$ cat config.mk
export PLATFORM = sky130hd
export DESIGN_NAME = program_loader
export DESIGN_NICKNAME = d
export VERILOG_FILES = /design/src/rtl/cobra_loader_pkg.sv /design/src/rtl/program_loader_word_assembler.sv /design/src/rtl/program_loader.sv
export SDC_FILE = /design/constraint.sdc
export NUM_CORES = 1
export LEC_CHECK = 0
export CAP_MARGIN = 10
export CORE_MARGIN = 2
export CORE_UTILIZATION = 48
export CTS_CLUSTER_DIAMETER = 30
export DETAILED_ROUTE_END_ITERATION = 16
export PLACE_DENSITY = 0.76
export SYNTH_ARGS = -nofsm -noshare
export SYNTH_HDL_FRONTEND = slang
export SYNTH_SLANG_ARGS = --single-unit
$ cat constraint.sdc
create_clock -name clk_i -period 2.85 [get_ports clk_i]
set_input_delay 0.7125 -clock clk_i [delete_from_list [all_inputs] [get_ports clk_i]]
set_output_delay 0.7125 -clock clk_i [all_outputs]
set_load 0.01 [all_outputs]
$ cat src/rtl/cobra_loader_pkg.sv
// Shared types and defaults for the boot-time program loader.
package cobra_loader_pkg;

    typedef enum logic [2:0] {
        ST_IDLE   = 3'd0,
        ST_LEN_LO = 3'd1,
        ST_LEN_HI = 3'd2,
        ST_DATA   = 3'd3,
        ST_DONE   = 3'd4,
        ST_ERR    = 3'd5
    } state_e;

    localparam int DEFAULT_MEM_WORDS = 128;

    function automatic logic [31:0] word_addr(input logic [15:0] idx);
        return {14'd0, idx, 2'b00};
    endfunction

endpackage

$ cat src/rtl/program_loader_word_assembler.sv
// Packs a little-endian byte stream into 32-bit words; word_valid_o marks the
// cycle the fourth byte of a word is presented.
module word_assembler (
    input  logic        clk_i,
    input  logic        rst_i,
    input  logic        clr_i,
    input  logic        en_i,
    input  logic [7:0]  byte_i,
    output logic [31:0] word_o,
    output logic        word_valid_o
);

    logic [23:0] shift_q, shift_d;
    logic [1:0]  cnt_q, cnt_d;

    // Earlier bytes shift down so byte 0 ends up in the least significant lane.
    always_comb begin
        shift_d = shift_q;
        cnt_d   = cnt_q;
        if (clr_i) begin
            shift_d = 24'd0;
            cnt_d   = 2'd0;
        end else if (en_i) begin
            shift_d = {byte_i, shift_q[23:8]};
            cnt_d   = cnt_q + 2'd1;
        end else begin
            shift_d = shift_q;
            cnt_d   = cnt_q;
        end
    end

    // Byte lane register and counter.
    always_ff @(posedge clk_i) begin
        if (rst_i) begin
            shift_q <= 24'd0;
            cnt_q   <= 2'd0;
        end else begin
            shift_q <= shift_d;
            cnt_q   <= cnt_d;
        end
    end

    assign word_o       = {byte_i, shift_q};
    assign word_valid_o = en_i && !clr_i && (cnt_q == 2'd3);

endmodule

$ cat src/rtl/program_loader.sv
// Streams a length-prefixed byte image into instruction memory and holds the
// core in reset until the whole image has been written.
module program_loader
    import cobra_loader_pkg::*;
#(
    parameter int MEM_WORDS = DEFAULT_MEM_WORDS
) (
    input  logic        clk_i,
    input  logic        rst_i,
    input  logic        start_i,
    input  logic        byte_valid_i,
    input  logic [7:0]  byte_data_i,
    output logic        byte_ready_o,
    output logic        mem_we_o,
    output logic [31:0] mem_addr_o,
    output logic [31:0] mem_wdata_o,
    output logic        core_rst_o,
    output logic        busy_o,
    output logic        done_o,
    output logic        err_o
);

    state_e      state_q, state_d;
    logic [15:0] len_q, len_d;
    logic [15:0] word_idx_q, word_idx_d;
    logic        mem_we_q, mem_we_d;
    logic [31:0] mem_addr_q, mem_addr_d;
    logic [31:0] mem_wdata_q, mem_wdata_d;
    logic        core_rst_q, core_rst_d;
    logic        byte_ready_q, byte_ready_d;
    logic        busy_q, busy_d;
    logic        done_q, done_d;
    logic        err_q, err_d;

    logic        accept_s;
    logic        asm_en_s;
    logic        asm_clr_s;
    logic        word_valid_s;
    logic [31:0] word_s;
    logic [15:0] n_s;

    assign accept_s  = byte_valid_i && byte_ready_q;
    assign asm_en_s  = accept_s && (state_q == ST_DATA);
    assign asm_clr_s = (state_q != ST_DATA);
    assign n_s       = {byte_data_i, len_q[7:0]};

    word_assembler u_asm (
        .clk_i        (clk_i),
        .rst_i        (rst_i),
        .clr_i        (asm_clr_s),
        .en_i         (asm_en_s),
        .byte_i       (byte_data_i),
        .word_o       (word_s),
        .word_valid_o (word_valid_s)
    );

    // Next-state, counters and memory-port values; status outputs follow state_d
    // so their registered copies track the state register exactly.
    always_comb begin
        state_d     = state_q;
        len_d       = len_q;
        word_idx_d  = word_idx_q;
        mem_we_d    = 1'b0;
        mem_addr_d  = mem_addr_q;
        mem_wdata_d = mem_wdata_q;
        case (state_q)
            ST_IDLE, ST_DONE, ST_ERR: begin
                if (start_i) begin
                    state_d    = ST_LEN_LO;
                    len_d      = 16'd0;
                    word_idx_d = 16'd0;
                end else begin
                    state_d = state_q;
                end
            end
            ST_LEN_LO: begin
                if (accept_s) begin
                    len_d   = {len_q[15:8], byte_data_i};
                    state_d = ST_LEN_HI;
                end else begin
                    state_d = state_q;
                end
            end
            ST_LEN_HI: begin
                if (accept_s) begin
                    len_d      = n_s;
                    word_idx_d = 16'd0;
                    if (n_s == 16'd0) begin
                        state_d = ST_DONE;
                    end else if (int'({16'd0, n_s}) > MEM_WORDS) begin
                        state_d = ST_ERR;
                    end else begin
                        state_d = ST_DATA;
                    end
                end else begin
                    state_d = state_q;
                end
            end
            ST_DATA: begin
                if (word_valid_s) begin
                    mem_we_d    = 1'b1;
                    mem_addr_d  = word_addr(word_idx_q);
                    mem_wdata_d = word_s;
                    // The index parks on N-1 so it never runs past the image.
                    if (word_idx_q == (len_q - 16'd1)) begin
                        state_d = ST_DONE;
                    end else begin
                        word_idx_d = word_idx_q + 16'd1;
                    end
                end else begin
                    state_d = state_q;
                end
            end
            default: begin
                state_d = ST_IDLE;
            end
        endcase

        busy_d       = (state_d == ST_LEN_LO) || (state_d == ST_LEN_HI) || (state_d == ST_DATA);
        byte_ready_d = busy_d;
        done_d       = (state_d == ST_DONE);
        err_d        = (state_d == ST_ERR);
        core_rst_d   = (state_d != ST_DONE);
    end

    // State, counter and output registers.
    always_ff @(posedge clk_i) begin
        if (rst_i) begin
            state_q      <= ST_IDLE;
            len_q        <= 16'd0;
            word_idx_q   <= 16'd0;
            mem_we_q     <= 1'b0;
            mem_addr_q   <= 32'd0;
            mem_wdata_q  <= 32'd0;
            core_rst_q   <= 1'b1;
            byte_ready_q <= 1'b0;
            busy_q       <= 1'b0;
            done_q       <= 1'b0;
            err_q        <= 1'b0;
        end else begin
            state_q      <= state_d;
            len_q        <= len_d;
            word_idx_q   <= word_idx_d;
            mem_we_q     <= mem_we_d;
            mem_addr_q   <= mem_addr_d;
            mem_wdata_q  <= mem_wdata_d;
            core_rst_q   <= core_rst_d;
            byte_ready_q <= byte_ready_d;
            busy_q       <= busy_d;
            done_q       <= done_d;
            err_q        <= err_d;
        end
    end

    assign byte_ready_o = byte_ready_q;
    assign mem_we_o     = mem_we_q;
    assign mem_addr_o   = mem_addr_q;
    assign mem_wdata_o  = mem_wdata_q;
    assign core_rst_o   = core_rst_q;
    assign busy_o       = busy_q;
    assign done_o       = done_q;
    assign err_o        = err_q;

endmodule

==> flow_summary.ini <==
[floorplan]
dieArea_mm2 = 0.0116
die_height_um = 107
io_pins = 82
core_mm2 = 0.0104
num_rows = 37
initial_core_util_pct = 49.6
die_x_um = 107

[timing]
finalCritPeriodShare_pct = 96.4
rsz0062_at_grt = yes
clock_skew_ns = 0.00886
worstMarginPinSlew_ns = 0.621
worst_slew_margin_rel_pct = 58.3
setup_viol = 0
min_period_ns = 2.75
postLayoutSetupSlackWorst_ns = 0.102
whs_ns = 0.454
slew_viol_final = 0
final-hold-violation-count = 0
fmax_ghz = 0.364

[synth]
syn_area_mm2 = 0.00514
ys_warn_count = 0
ys_ff_latch = 114
synth_edf_count = 0
syn_area_per_cell_um2 = 8.06
yosysUniqueCellTypes = 57
yosysSeqAreaShare_pct = 44.4
ys.flop_type = dfxtp_1
ys_async_sr_fraction_pct = 0
syn-instance-count = 638

[power]
internal_power_mw = 3.05
p_switching_mw = 1.06
seqPwrFrac_pct = 39.3
pwr-share-clk_pct = 50.8
leakage_nw = 2.40
pwr-share-comb_pct = 9.9
ir_worst_vdd_v = 0.000429
power_density_mw_per_mm2 = 607
p_sw_share_pct = 25.8

[placement]
dp_slack_ns = -0.0371
dp_hpwl_um = 9790
place.gp.congestion = 0.860
portBuffers = 65

[cells_and_area]
final_cell_mix = nand2_1, dfxtp_1, a21oi_1
drive_gt1_share_pct = 15.2
area_growth_pct = 31.8
num_antenna_cells = 0
fillers = 844
final_common_cell = nand2_1
num-nets-final = 744

[setup_path]
path_class = reg2reg
required_ns = 3.29
cp-end-kind = register
crit_arrival_ns = 3.19
critPathSlowestCell = or4_4
cp-start-kind = register
path_cells = or4_4 > or4_4 > and4b_1 > o2111ai_1 > a2111oi_4 > buf_4 > or4_1 > a21oi_1
path_common_cell = or4_4
critPathMaxFanout = 8
max_stage_delay_ns = 0.57

[clocking]
cts_buffers = 17
clkSinkCount = 114
cts_tree = done
clockBufferDepth = 2
clk_latency_ns = 0.52
path_clk_slew_ns = 0.06
h-tree-depth = 4
cts.root.buffer_cell = clkbuf_8
cts_hold_buffers = 0

[global_route]
grt_max_degree = 37
grt_usage_pct = 24.5
antenna_found_initial = 0
grt_pass1_vias = 4642
grt.overflow.total = 0
grt_pass1_wl_um = 22400

[drt]
avgViaCountPerCell = 5.54
dr.pass1.iters = 5
dr.first_iter.drc_count = 195
vias = 4863
finalWirelength_um = 13800
antenna_left = 0
drc = 0
wl_per_cell_um = 15.7

[job]
max-cap-violations = 0

[min_path]
holdCritPathClass = reg2reg

[status]
status = complete, no violations
[registers in the layout (all words and copies together) (netlist names)]
signal and count:
mem_wdata_o 32, u_asm.shift_q 24, len_q 16, mem_addr_o 16
word_idx_q 16, state_q 3, u_asm.cnt_q 2, busy_o 1
core_rst_o 1, done_o 1, err_o 1, mem_we_o 1
[synth_stat cells, drive strengths merged (2+ instances only)]
library cell | number | area [um^2]
a2111oi | 2 | 55.1
a211oi | 2 | 15.0
a21oi | 102 | 526
a22o | 7 | 61.3
a31oi | 3 | 18.8
and2 | 6 | 37.5
and3 | 10 | 62.6
buf | 28 | 201
clkbuf | 32 | 120
dfxtp | 114 | 2280
ha | 3 | 37.5
inv | 6 | 22.5
mux2i | 2 | 20.0
nand2 | 162 | 608
nand2b | 4 | 25.0
nand3 | 9 | 45.0
nand4 | 11 | 68.8
nor2 | 22 | 82.6
nor2b | 6 | 37.5
nor3 | 8 | 40.0
nor4 | 10 | 83.8
o2111ai | 2 | 17.5
o211a | 3 | 30.0
o211ai | 4 | 30.0
o21ai | 6 | 30.0
o22ai | 2 | 12.5
o31a | 3 | 26.3
o31ai | 12 | 90.1
o41ai | 2 | 17.5
or2 | 2 | 12.5
or3 | 8 | 50.1
or4 | 14 | 109
xnor2 | 12 | 105
xor2 | 4 | 35.0
[cell type report]
type                            instances  area [um^2]  area share, %
Inverter                                6         22.5          0.332
Timing Repair Buffer                  117         1050           15.5
Tap cell                              136          170           2.51
Multi-Input combinational cell        473         2660           39.3
Sequential cell                       114         2280           33.7
Clock inverter                         15          173           2.55
Clock buffer                           17          414           6.11
[what timing repair did]
item                                    in CTS  in global routing
pin swaps                                    2                  4
setup buffers                                1                  1
endpoints found under the setup margin       3                 23
resized for setup                            2                 14
[path summary, 6_finish.rpt]
kind	endpoint	cells past startpoint	slack, ns	start
worst max register to register	word_idx_q[11]	8	0.10	len_q[3]
worst min register to register	mem_wdata_o[5]	2	0.45	mem_wdata_o[5]
worst max-delay path	word_idx_q[11]	8	0.10	len_q[3]
worst min-delay path	mem_wdata_o[5]	2	0.45	mem_wdata_o[5]
[cells by family after synthesis]
logic type / after synthesis / synth area share (%)
AOI/OAI and AO/OA: 156 / 19.1
xor gates and xnor gates: 16 / 2.73
adders and majority gates: 3 / 0.730
buffers and inverters: 66 / 6.69
DFF: 114 / 44.4
muxes: 2 / 0.389
other: 1 / 0.0729
and+or+nand+nor: 280 / 25.9
[layer usage]
layer	vias to the layer above	wire length (um)	GRT usage (%)
met2	129	6950	42.7
met1	2314	5890	29.7
li1	2391	-	-
met4	0	355	9.71
met3	29	556	4.66
met5	-	0	0
[worst max-delay path: cells and delay by family (launching register included)]
family	cells	cell delay [ns]
and+or+nand+nor	4	1.85
DFF	1	0.31
AOI/OAI and AO/OA	3	0.34
buffers and inverters	1	0.17
[per-stage QoR]
stage                     area (um^2)  util (%)  power, mW  instances  setup TNS [ns]
after CTS                        6700      64.6       4.10        878         -0.0107
after global placement           6090      58.8       2.02        845               0
after floorplan                  5200         -       1.90        653               0
after detailed placement         6090      58.8       2.02        845         -0.0507
final                            6770      65.3       4.11        878               0
after global routing             6770      65.3       4.25        878         -0.0710
[power groups by stage]
stage / clock, mW / sequential, mW / combinational (mW)
final: 2.09 / 1.62 / 0.407
after global routing: 2.19 / 1.62 / 0.441
after CTS: 2.10 / 1.62 / 0.383
after detailed placement: 0 / 1.65 / 0.374
after global placement: 0 / 1.65 / 0.372
after floorplan: 0 / 1.65 / 0.249
Note: power is estimated with default switching activity, not from simulation.
